$ cat config.mk
export PLATFORM = sky130hd
export DESIGN_NAME = spi_master_mode_flat
export DESIGN_NICKNAME = d
export VERILOG_FILES = /design/src/rtl/spi_master_mode_if.sv /design/src/rtl/spi_master_mode.sv /design/src/flat_wrapper.sv
export SDC_FILE = /design/constraint.sdc
export NUM_CORES = 1
export LEC_CHECK = 0
export ABC_AREA = 1
export CORE_UTILIZATION = 24
export CTS_CLUSTER_DIAMETER = 100
export DETAILED_ROUTE_END_ITERATION = 8
export GPL_TIMING_DRIVEN = 0
export PLACE_DENSITY = 0.39
export SYNTH_ARGS = -nofsm -noshare
export SYNTH_HDL_FRONTEND = slang
export SYNTH_SLANG_ARGS = --single-unit
$ cat constraint.sdc
create_clock -name internal_clk -period 2.4 [get_ports internal_clk]
set_input_delay 0.24 -clock internal_clk [delete_from_list [all_inputs] [get_ports internal_clk]]
set_output_delay 0.24 -clock internal_clk [all_outputs]
set_load 0.01 [all_outputs]
$ cat src/rtl/spi_master_mode_if.sv
// Host-side control bus of spi_master_mode: transfer request, per-transfer settings and result.
// The master modport is the register logic issuing transfers; the slave modport is the SPI block.
interface spi_master_mode_if #(
   parameter int MAX_SIZE = 40,
   parameter int CS_SIZE  = 4,
   parameter int DIV_SIZE = 8
);
   localparam int LEN_W = $clog2(MAX_SIZE + 1);
   localparam int SEL_W = (CS_SIZE > 1) ? $clog2(CS_SIZE) : 1;

   logic                start_in;
   logic [MAX_SIZE-1:0] data_in;
   logic [LEN_W-1:0]    len_in;
   logic                cpol_in;
   logic                cpha_in;
   logic                lsb_first_in;
   logic [DIV_SIZE-1:0] clk_div_in;
   logic [SEL_W-1:0]    cs_select_in;
   logic                ready_out;
   logic                done_out;
   logic [MAX_SIZE-1:0] data_out;

   modport master (
      output start_in, data_in, len_in, cpol_in, cpha_in, lsb_first_in, clk_div_in, cs_select_in,
      input  ready_out, done_out, data_out
   );

   modport slave (
      input  start_in, data_in, len_in, cpol_in, cpha_in, lsb_first_in, clk_div_in, cs_select_in,
      output ready_out, done_out, data_out
   );
endinterface

$ cat src/rtl/spi_master_mode.sv
// SPI master with run-time length, CPOL/CPHA, bit order, SCK rate and chip select per transfer.
// SCK comes from an edge counter in the internal_clk domain; every output is a register.
module spi_master_mode #(
   parameter int MAX_SIZE = 40,
   parameter int CS_SIZE  = 4,
   parameter int DIV_SIZE = 8
) (
   input  logic               internal_clk,
   input  logic               reset_n_in,
   spi_master_mode_if.slave   host,
   input  logic               miso_in,
   output logic               sck_out,
   output logic               mosi_out,
   output logic [CS_SIZE-1:0] cs_out_n
);
   localparam int LEN_W  = $clog2(MAX_SIZE + 1);
   localparam int SEL_W  = (CS_SIZE > 1) ? $clog2(CS_SIZE) : 1;
   localparam int SEL_N  = 2 ** SEL_W;
   localparam int EDGE_W = LEN_W + 1;

   typedef enum logic [1:0] {S_IDLE, S_SETUP, S_SHIFT, S_HOLD} state_t;

   state_t              state_q, state_d;
   logic [MAX_SIZE-1:0] tx_q, tx_d;
   logic [MAX_SIZE-1:0] rx_q, rx_d;
   logic [MAX_SIZE-1:0] dout_q, dout_d;
   logic [LEN_W-1:0]    len_q, len_d;
   logic [LEN_W-1:0]    tx_cnt_q, tx_cnt_d;
   logic                cpol_q, cpol_d;
   logic                cpha_q, cpha_d;
   logic                lsb_q, lsb_d;
   logic [DIV_SIZE-1:0] div_q, div_d;
   logic [DIV_SIZE-1:0] cnt_q, cnt_d;
   logic [EDGE_W-1:0]   edge_q, edge_d;
   logic [CS_SIZE-1:0]  cs_q, cs_d;
   logic                sck_q, sck_d;
   logic                mosi_q, mosi_d;
   logic                ready_q, ready_d;
   logic                done_q, done_d;

   logic                start_ok;
   logic                tick;
   logic                lead;
   logic                is_last;
   logic                do_sample;
   logic                do_drive;
   logic [EDGE_W-1:0]   next_edge;
   logic [EDGE_W-1:0]   last_edge;
   logic [LEN_W-1:0]    in_idx;
   logic [LEN_W-1:0]    tx_idx;
   logic [MAX_SIZE-1:0] rx_shift;
   logic [SEL_N-1:0]    sel_valid;

   // Select codes at or above CS_SIZE have no chip select behind them.
   genvar gi;
   generate
      for (gi = 0; gi < SEL_N; gi++) begin : g_sel_valid
         assign sel_valid[gi] = (gi < CS_SIZE);
      end
   endgenerate

   assign start_ok = host.start_in
                     && (host.len_in != '0)
                     && (host.len_in <= LEN_W'(MAX_SIZE))
                     && sel_valid[host.cs_select_in];

   // Odd edge numbers are leading edges; edge 2*len closes the transfer.
   assign tick      = (cnt_q == '0);
   assign next_edge = edge_q + EDGE_W'(1);
   assign last_edge = {len_q, 1'b0};
   assign lead      = next_edge[0];
   assign is_last   = (next_edge == last_edge);
   assign do_sample = cpha_q ^ lead;
   assign do_drive  = cpha_q ? lead : (~lead & ~is_last);

   assign in_idx   = host.lsb_first_in ? '0 : host.len_in - LEN_W'(1);
   assign tx_idx   = lsb_q ? tx_cnt_q : len_q - LEN_W'(1) - tx_cnt_q;
   assign rx_shift = lsb_q ? {miso_in, rx_q[MAX_SIZE-1:1]} : {rx_q[MAX_SIZE-2:0], miso_in};

   always_comb begin
      state_d  = state_q;
      tx_d     = tx_q;
      rx_d     = rx_q;
      dout_d   = dout_q;
      len_d    = len_q;
      tx_cnt_d = tx_cnt_q;
      cpol_d   = cpol_q;
      cpha_d   = cpha_q;
      lsb_d    = lsb_q;
      div_d    = div_q;
      cnt_d    = cnt_q;
      edge_d   = edge_q;
      cs_d     = cs_q;
      sck_d    = sck_q;
      mosi_d   = mosi_q;
      ready_d  = ready_q;
      done_d   = 1'b0;

      case (state_q)
         S_IDLE: begin
            ready_d = 1'b1;
            sck_d   = host.cpol_in;
            if (start_ok) begin
               state_d  = S_SETUP;
               ready_d  = 1'b0;
               tx_d     = host.data_in;
               len_d    = host.len_in;
               cpol_d   = host.cpol_in;
               cpha_d   = host.cpha_in;
               lsb_d    = host.lsb_first_in;
               div_d    = host.clk_div_in;
               cnt_d    = host.clk_div_in;
               edge_d   = '0;
               rx_d     = '0;
               cs_d     = ~(CS_SIZE'(1) << host.cs_select_in);
               tx_cnt_d = '0;
               // CPHA=0 presents the first bit before any SCK edge.
               if (!host.cpha_in) begin
                  mosi_d   = host.data_in[in_idx];
                  tx_cnt_d = LEN_W'(1);
               end
            end
         end

         S_SETUP, S_SHIFT: begin
            if (tick) begin
               cnt_d   = div_q;
               sck_d   = ~sck_q;
               edge_d  = next_edge;
               state_d = is_last ? S_HOLD : S_SHIFT;
               if (do_sample) begin
                  rx_d = rx_shift;
               end
               if (do_drive) begin
                  mosi_d   = tx_q[tx_idx];
                  tx_cnt_d = tx_cnt_q + LEN_W'(1);
               end
            end else begin
               cnt_d = cnt_q - DIV_SIZE'(1);
            end
         end

         S_HOLD: begin
            if (tick) begin
               state_d = S_IDLE;
               cs_d    = '1;
               done_d  = 1'b1;
               ready_d = 1'b1;
               // LSB-first bits were shifted in from the top; realign to bit 0.
               dout_d  = lsb_q ? (rx_q >> (LEN_W'(MAX_SIZE) - len_q)) : rx_q;
            end else begin
               cnt_d = cnt_q - DIV_SIZE'(1);
            end
         end

         default: state_d = S_IDLE;
      endcase
   end

   always_ff @(posedge internal_clk or negedge reset_n_in) begin
      if (!reset_n_in) begin
         state_q  <= S_IDLE;
         tx_q     <= '0;
         rx_q     <= '0;
         dout_q   <= '0;
         len_q    <= '0;
         tx_cnt_q <= '0;
         cpol_q   <= 1'b0;
         cpha_q   <= 1'b0;
         lsb_q    <= 1'b0;
         div_q    <= '0;
         cnt_q    <= '0;
         edge_q   <= '0;
         cs_q     <= '1;
         sck_q    <= 1'b0;
         mosi_q   <= 1'b0;
         ready_q  <= 1'b1;
         done_q   <= 1'b0;
      end else begin
         state_q  <= state_d;
         tx_q     <= tx_d;
         rx_q     <= rx_d;
         dout_q   <= dout_d;
         len_q    <= len_d;
         tx_cnt_q <= tx_cnt_d;
         cpol_q   <= cpol_d;
         cpha_q   <= cpha_d;
         lsb_q    <= lsb_d;
         div_q    <= div_d;
         cnt_q    <= cnt_d;
         edge_q   <= edge_d;
         cs_q     <= cs_d;
         sck_q    <= sck_d;
         mosi_q   <= mosi_d;
         ready_q  <= ready_d;
         done_q   <= done_d;
      end
   end

   assign host.ready_out = ready_q;
   assign host.done_out  = done_q;
   assign host.data_out  = dout_q;
   assign sck_out        = sck_q;
   assign mosi_out       = mosi_q;
   assign cs_out_n       = cs_q;
endmodule
$ cat src/flat_wrapper.sv
// flat-port wrapper written by rule: the top's interface ports become plain ports
module spi_master_mode_flat 
#(
   parameter int MAX_SIZE = 40,
   parameter int CS_SIZE  = 4,
   parameter int DIV_SIZE = 8
)
  (internal_clk, reset_n_in, miso_in, sck_out, mosi_out, cs_out_n, host_start_in, host_data_in, host_len_in, host_cpol_in, host_cpha_in, host_lsb_first_in, host_clk_div_in, host_cs_select_in, host_ready_out, host_done_out, host_data_out);
  spi_master_mode_if #(.MAX_SIZE(MAX_SIZE), .CS_SIZE(CS_SIZE), .DIV_SIZE(DIV_SIZE)) host_i ();
  input  logic internal_clk;
  input  logic reset_n_in;
  input  logic miso_in;
  output logic sck_out;
  output logic mosi_out;
  output logic [CS_SIZE-1:0] cs_out_n;
  input wire logic [$bits(host_i.start_in)-1:0] host_start_in;
  input wire logic [$bits(host_i.data_in)-1:0] host_data_in;
  input wire logic [$bits(host_i.len_in)-1:0] host_len_in;
  input wire logic [$bits(host_i.cpol_in)-1:0] host_cpol_in;
  input wire logic [$bits(host_i.cpha_in)-1:0] host_cpha_in;
  input wire logic [$bits(host_i.lsb_first_in)-1:0] host_lsb_first_in;
  input wire logic [$bits(host_i.clk_div_in)-1:0] host_clk_div_in;
  input wire logic [$bits(host_i.cs_select_in)-1:0] host_cs_select_in;
  output wire logic [$bits(host_i.ready_out)-1:0] host_ready_out;
  output wire logic [$bits(host_i.done_out)-1:0] host_done_out;
  output wire logic [$bits(host_i.data_out)-1:0] host_data_out;
  assign host_i.start_in = host_start_in;
  assign host_i.data_in = host_data_in;
  assign host_i.len_in = host_len_in;
  assign host_i.cpol_in = host_cpol_in;
  assign host_i.cpha_in = host_cpha_in;
  assign host_i.lsb_first_in = host_lsb_first_in;
  assign host_i.clk_div_in = host_clk_div_in;
  assign host_i.cs_select_in = host_cs_select_in;
  assign host_ready_out = host_i.ready_out;
  assign host_done_out = host_i.done_out;
  assign host_data_out = host_i.data_out;
  spi_master_mode #(.MAX_SIZE(MAX_SIZE), .CS_SIZE(CS_SIZE), .DIV_SIZE(DIV_SIZE)) u_core (.internal_clk(internal_clk), .reset_n_in(reset_n_in), .host(host_i), .miso_in(miso_in), .sck_out(sck_out), .mosi_out(mosi_out), .cs_out_n(cs_out_n));
endmodule
; ---- Word-level counts from Yosys, hierarchy flattened
; Cells that the tools add are included.
[word_totals]
output_inout_bits = 48
in_bits = 63
register_bits = 167
[op_classes]
n_reduce_logical = 20
n_shift = 2
mux = 47
bitwise_logic = 6
eq_ne = 11
order_cmp = 4
n_addsub = 7
[ops]
columns = cell, count
row1 = $mux 40, 5
row2 = $pmux 40 s2, 1
row3 = $shr 40x6->40, 1
row4 = $mux 6, 5
row5 = $mux 8, 3
row6 = $pmux 8 s3, 1
row7 = $mux 1, 15
row8 = $lt 6x7->1 const B, 2
row9 = $mux 7, 2
row10 = $pmux 7 s2, 1
row11 = $bmux 1 s6, 2
row12 = $pmux 6 s2, 1
row13 = $sub 6x1->6 const B, 2
row14 = $ne 2x1->1 const B, 5
row15 = $reduce_and 2->1, 5
row16 = $reduce_and 3->1, 3
row17 = $logic_not 8->1, 1
row18 = $mux 4, 2
row19 = $pmux 4 s2, 1
row20 = $reduce_and 4->1, 2
row21 = $sub 8x1->8 const B, 1
row22 = $add 7x1->7 const B, 1
row23 = $eq 7x7->1, 1
row24 = $add 6x1->6 const B, 1
row25 = other kinds (22), 33

; ---- Logic depth before layout (Yosys ltp)
[logic_depth]
depth_word = 8
mapped_depth = 16
mapped_depth_nobuf = 16

; ---- Worst setup path after synthesis
; OpenSTA, ideal clock, no wires.
[synth_timing]
kind = register to register
startpoint = register u_core.tx_cnt_q[0]
endpoint = register u_core.mosi_q (netlist: u_core.mosi_out)
arrival_ns = 2.062
setup_slack_ns = 0.221
setup_ns = 0.116
stages_incl_launch_ff = 17
cell_sequence = dfrtp_1 > inv_1 > ha_1 > fa_1 > nand2_1 > nand2_1 > clkinv_1 > nand3_1 > nand2_1 > nand2_1 > nand3_1 > nand3_1 > nand3_1 > nand2_1 > nand2_1 > nand2_1 > nand2_1
[synth_between]
elab_chain_cells = 7
[synth_lines]
columns = element, line
row1 = from (decl), spi_master_mode.sv:28  ; logic [LEN_W-1:0] tx_cnt_q, tx_cnt_d;
row2 = from (signal assigned), spi_master_mode.sv:185  ; tx_cnt_q <= tx_cnt_d;
row3 = $sub 6x6->6, spi_master_mode.sv:77  ; assign tx_idx = lsb_q ? tx_cnt_q : len_q - LEN_W'(1) - tx_cnt_q;
row4 = $mux 6 *, spi_master_mode.sv:77
row5 = $bmux 1 s6 *, spi_master_mode.sv:135  ; mosi_d = tx_q[tx_idx];
row6 = $mux 1 (not written as such) *, spi_master_mode.sv:135
row7 = $mux 1 *, spi_master_mode.sv:134  ; if (do_drive) begin
row8 = $mux 1 *, spi_master_mode.sv:126  ; if (tick) begin
row9 = $pmux 1 s2 *, spi_master_mode.sv:99  ; case (state_q)
row10 = to (signal assigned), spi_master_mode.sv:194  ; mosi_q <= mosi_d;
row11 = to (decl), spi_master_mode.sv:37  ; logic mosi_q, mosi_d;
; Mark *: on every way between the ends. The rest lies on a longest branch, timed or not. The select of a mux whose other input is x is not followed.
; A chain may end at the register's enable or synchronous reset.

; ---- Worst setup path after layout
[layout_timing]
startpoint = register u_core.len_q[0]
endpoint = register u_core.mosi_q (netlist: u_core.mosi_out)
[layout_between]
elab_chain_cells = 8
[layout_lines]
columns = element, line
row1 = from (decl), spi_master_mode.sv:27  ; logic [LEN_W-1:0] len_q, len_d;
row2 = from (signal assigned), spi_master_mode.sv:184  ; len_q <= len_d;
row3 = $sub 6x1->6, spi_master_mode.sv:77
row4 = $sub 6x6->6, spi_master_mode.sv:77
row5 = $mux 6, spi_master_mode.sv:77
row6 = $bmux 1 s6, spi_master_mode.sv:135
row7 = $mux 1 (not written as such), spi_master_mode.sv:135
row8 = $mux 1, spi_master_mode.sv:134
row9 = $mux 1, spi_master_mode.sv:126
row10 = $pmux 1 s2, spi_master_mode.sv:99
; Parallel ways exist; a longest one is shown, timed or not. The select of a mux whose other input is x is not followed.

==> results.cfg <==
[timing]
skew_ps = 11.78
hold_viol_final = 0
timing.hold.ws_ps = 183.2
fin_ws_ps = -5.478
max_slew_margin_pct = 43.46
worst_pin_slew_ps = 848.1
fin_setup_tns_ps = -5.478
setup_viol = 1
finalCritPeriodShare_pct = 100.2
drv_slew = 0
post-route-min-period_ps = 2405
max_freq_mhz = 415.7
rsz0062_at_grt = true

[route]
wl_met1_um = 20660
wl_met2_um = 22840
routed-wl-met3_um = 2116
dr.pass1.iters = 7
routed_via_density = 4.875
wl_um = 46850
vias = 12020
avgRoutedWirePerCell_um = 19.00
drc = 0
ant_nets = 0
top_layer_used = met5
drt-initial-drc-count = 925

[yosys]
netlist_area_sq_um = 11200
ys_ff_latch = 167
synth_cells = 1703
yosys_most_used_dff = dfrtp_1
synth_top_area_share_pct = 36.18
synth_common_cells = nand2_1 (524), nand3_1 (223), dfrtp_1 (162)
synth_seq_area_share_pct = 37.36
synthTopCellsByArea = dfrtp_1 (36%), nand2_1 (18%), nand3_1 (10%), o21ai_0 (6.0%), nor2_1 (5.4%)
ys_warn_count = 0
synth_cell_type_count = 42
synth_most_common_cell = nand2_1
synth_edf_count = 0
avgSynthCellArea_sq_um = 6.579
syn-num-nets = 1781
ys_async_sr_fraction_pct = 100.0
yosysTopAreaCell = dfrtp_1

[global_routing]
grt_pass1_vias = 12040
grt_max_degree = 106
grt.total_usage_pct = 20.47
grt_pass1_wl_um = 72630
gr-total-overflow = 0
antenna_found_initial = 1

[cts]
clockBufferDepth = 2
cts_inserted_buffers = 17
cts_num_sinks = 167
path_clk_slew_ps = 70
htreeDepth = 4
worstSkewPairLatency_ps = 500
cts_tree = built
cts_root_buf = clkbuf_16

[setup_path]
worstSetupEndpointType = flop
r2r_setup_slack_ps = -5
r2r_start = u_core.len_q[0]
max_stage_delay_ps = 530
cp.required_ps = 2840
r2r_cells = 15
cp.arrival_ps = 2850
path_max_fanout = 5
worstPathCellList = ha_4 > fa_1 > nand2_2 > nand2_8 > clkbuf_16 > nand3_2 > nand2_2 > nand2_1 > nand3_1 > nand3_1 > nand3_1 > nand2_1 > nand2_2 > nand2_1 > nand2_1
cp_slowest_cell = fa_1
cp-start-kind = flop
reg2reg_to = u_core.mosi_out
cp_common_cell = nand2_1
path_class = reg2reg

[layout]
fin_area_sq_um = 14390
antenna_cells_inserted = 0
fin_util_pct = 31.50
final_cells = 2465
fillers = 5213
area_growth_pct = 28.42
layout.nets = 1930
drive_above_1_share_pct = 11.42

[power]
max-vdd-ir-drop_uv = 905.4
p_leak_nw = 6.690
p_per_area_nw_per_um2 = 1680

[job]
maxCapViolCount = 0

[die]
pin_count = 111
num_rows = 78
fp.coreArea_sq_um = 45670
die_height_um = 218.1
die_w_um = 218.1
start_util_pct = 24.53
die-area_sq_um = 47550

[outcome]
status = finished with violations
violations = setup timing

[placed_design]
io_buffers = 110
dpl_cell_area_sq_um = 13090
place_inst = 2414
dpl.hpwl_um = 35470
gp_congestion = 0.9718

[hold_path]
worstHoldEndpoint = u_core.len_q[0]
min_path_cells = 3
min-delay-start = host_len_in[0]
hp-class = in2reg
[cell type report]
cell class / instances / area [sq um] / share of cell area [%]
clock buffers: 22 / 484.2 / 3.366
flip-flops and latches: 167 / 4192 / 29.13
multi-input cells: 1281 / 6291 / 43.73
repair inverters: 1 / 11.26 / 0.07827
repair buffers: 133 / 1334 / 9.270
clock inverters: 10 / 166.4 / 1.157
well taps: 600 / 750.7 / 5.218
inverters: 162 / 640.6 / 4.453
plain buffers: 89 / 518.0 / 3.600
[layout by cell type, fill, tap and decap left out, drive strengths merged, types with 5 or more instances in the layout]
master and count:
dfrtp 162, nand3 224, buf 55, nor3 6, o31ai 39, nand4 7
ha 14, o21ai 137, clkdlybuf4s50 108, o211ai 27, clkinv 5, xor2 10
inv 161, a21oi 99, o22ai 9, nand2 525, dfstp 5, nor2 164
clkbuf 79
[critical path: cells and delay by family (launching register included)]
family | cells | cell delay [ps]
and+or+nand+nor | 12 | 970
adders and majority gates | 2 | 730
DFF | 1 | 480
buffers and inverters | 1 | 180
[routing by layer]
metal	track usage (%)	up-vias
li1	-	5889
met1	26.03	5736
met2	34.42	325
met3	4.142	65
met4	6.667	2
met5	0	-
[worst max path at each step]
stage	from	end	slack, ps
detailed placement	host_len_in[0]	u_core.rx_q[38]	-1080
finish	u_core.len_q[0]	u_core.mosi_out	-5
floorplan	u_core.tx_cnt_q[0]	u_core.mosi_out	220
global route	u_core.len_q[0]	u_core.mosi_out	-110
CTS	u_core.len_q[0]	u_core.host.data_out[2]	-70
global placement	reset_n_in	u_core.cnt_q[1]	-6980
[flip-flops by register name, summed over array words and instances (netlist names)]
register	flops
u_core.state_q	2
u_core.host.data_out	40
u_core.edge_q	7
u_core.div_q	8
u_core.len_q	6
u_core.host.ready_out	1
u_core.host.done_out	1
u_core.sck_out	1
u_core.mosi_out	1
u_core.cs_out_n	4
u_core.cpha_q	1
u_core.cnt_q	8
u_core.tx_q	40
u_core.tx_cnt_q	6
u_core.rx_q	40
u_core.lsb_q	1
[repair_timing]
item / in CTS / in global routing
hold buffers: 1 / 0
gates resized for setup: 86 / 106
pin swaps: 6 / 29
buffers inserted: 7 / 13
endpoints found under the setup margin: 158 / 126
gates cloned: 1 / 1
endpoints found under the hold margin: 62 / 0
[cell families after synthesis]
kind of cell	after synthesis	share of synthesized area, %
and+or+nand+nor	932	34.39
AOI/OAI and AO/OA	320	16.16
buffers and inverters	255	8.934
DFF	167	37.36
adders and majority gates	15	1.742
xor gates and xnor gates	13	1.318
muxes	1	0.1005
[report_power, final]
group,internal [mW],switching [mW],leakage [nW],total [mW]
logic,5.47,11.3,4.18,16.8
clock network,1.85,1.31,0.313,3.16
registers,3.64,0.563,2.19,4.20
[metrics by stage]
stage / worst slack, ps / total power, mW
after floorplan: 221.1 / 13.67
after global placement: -6976 / 19.11
after detailed placement: -1076 / 18.98
after CTS: -66.60 / 23.00
after global routing: -106.9 / 26.14
final: -5.478 / 24.16
No activity file was read; power rests on OpenSTA's default activity.
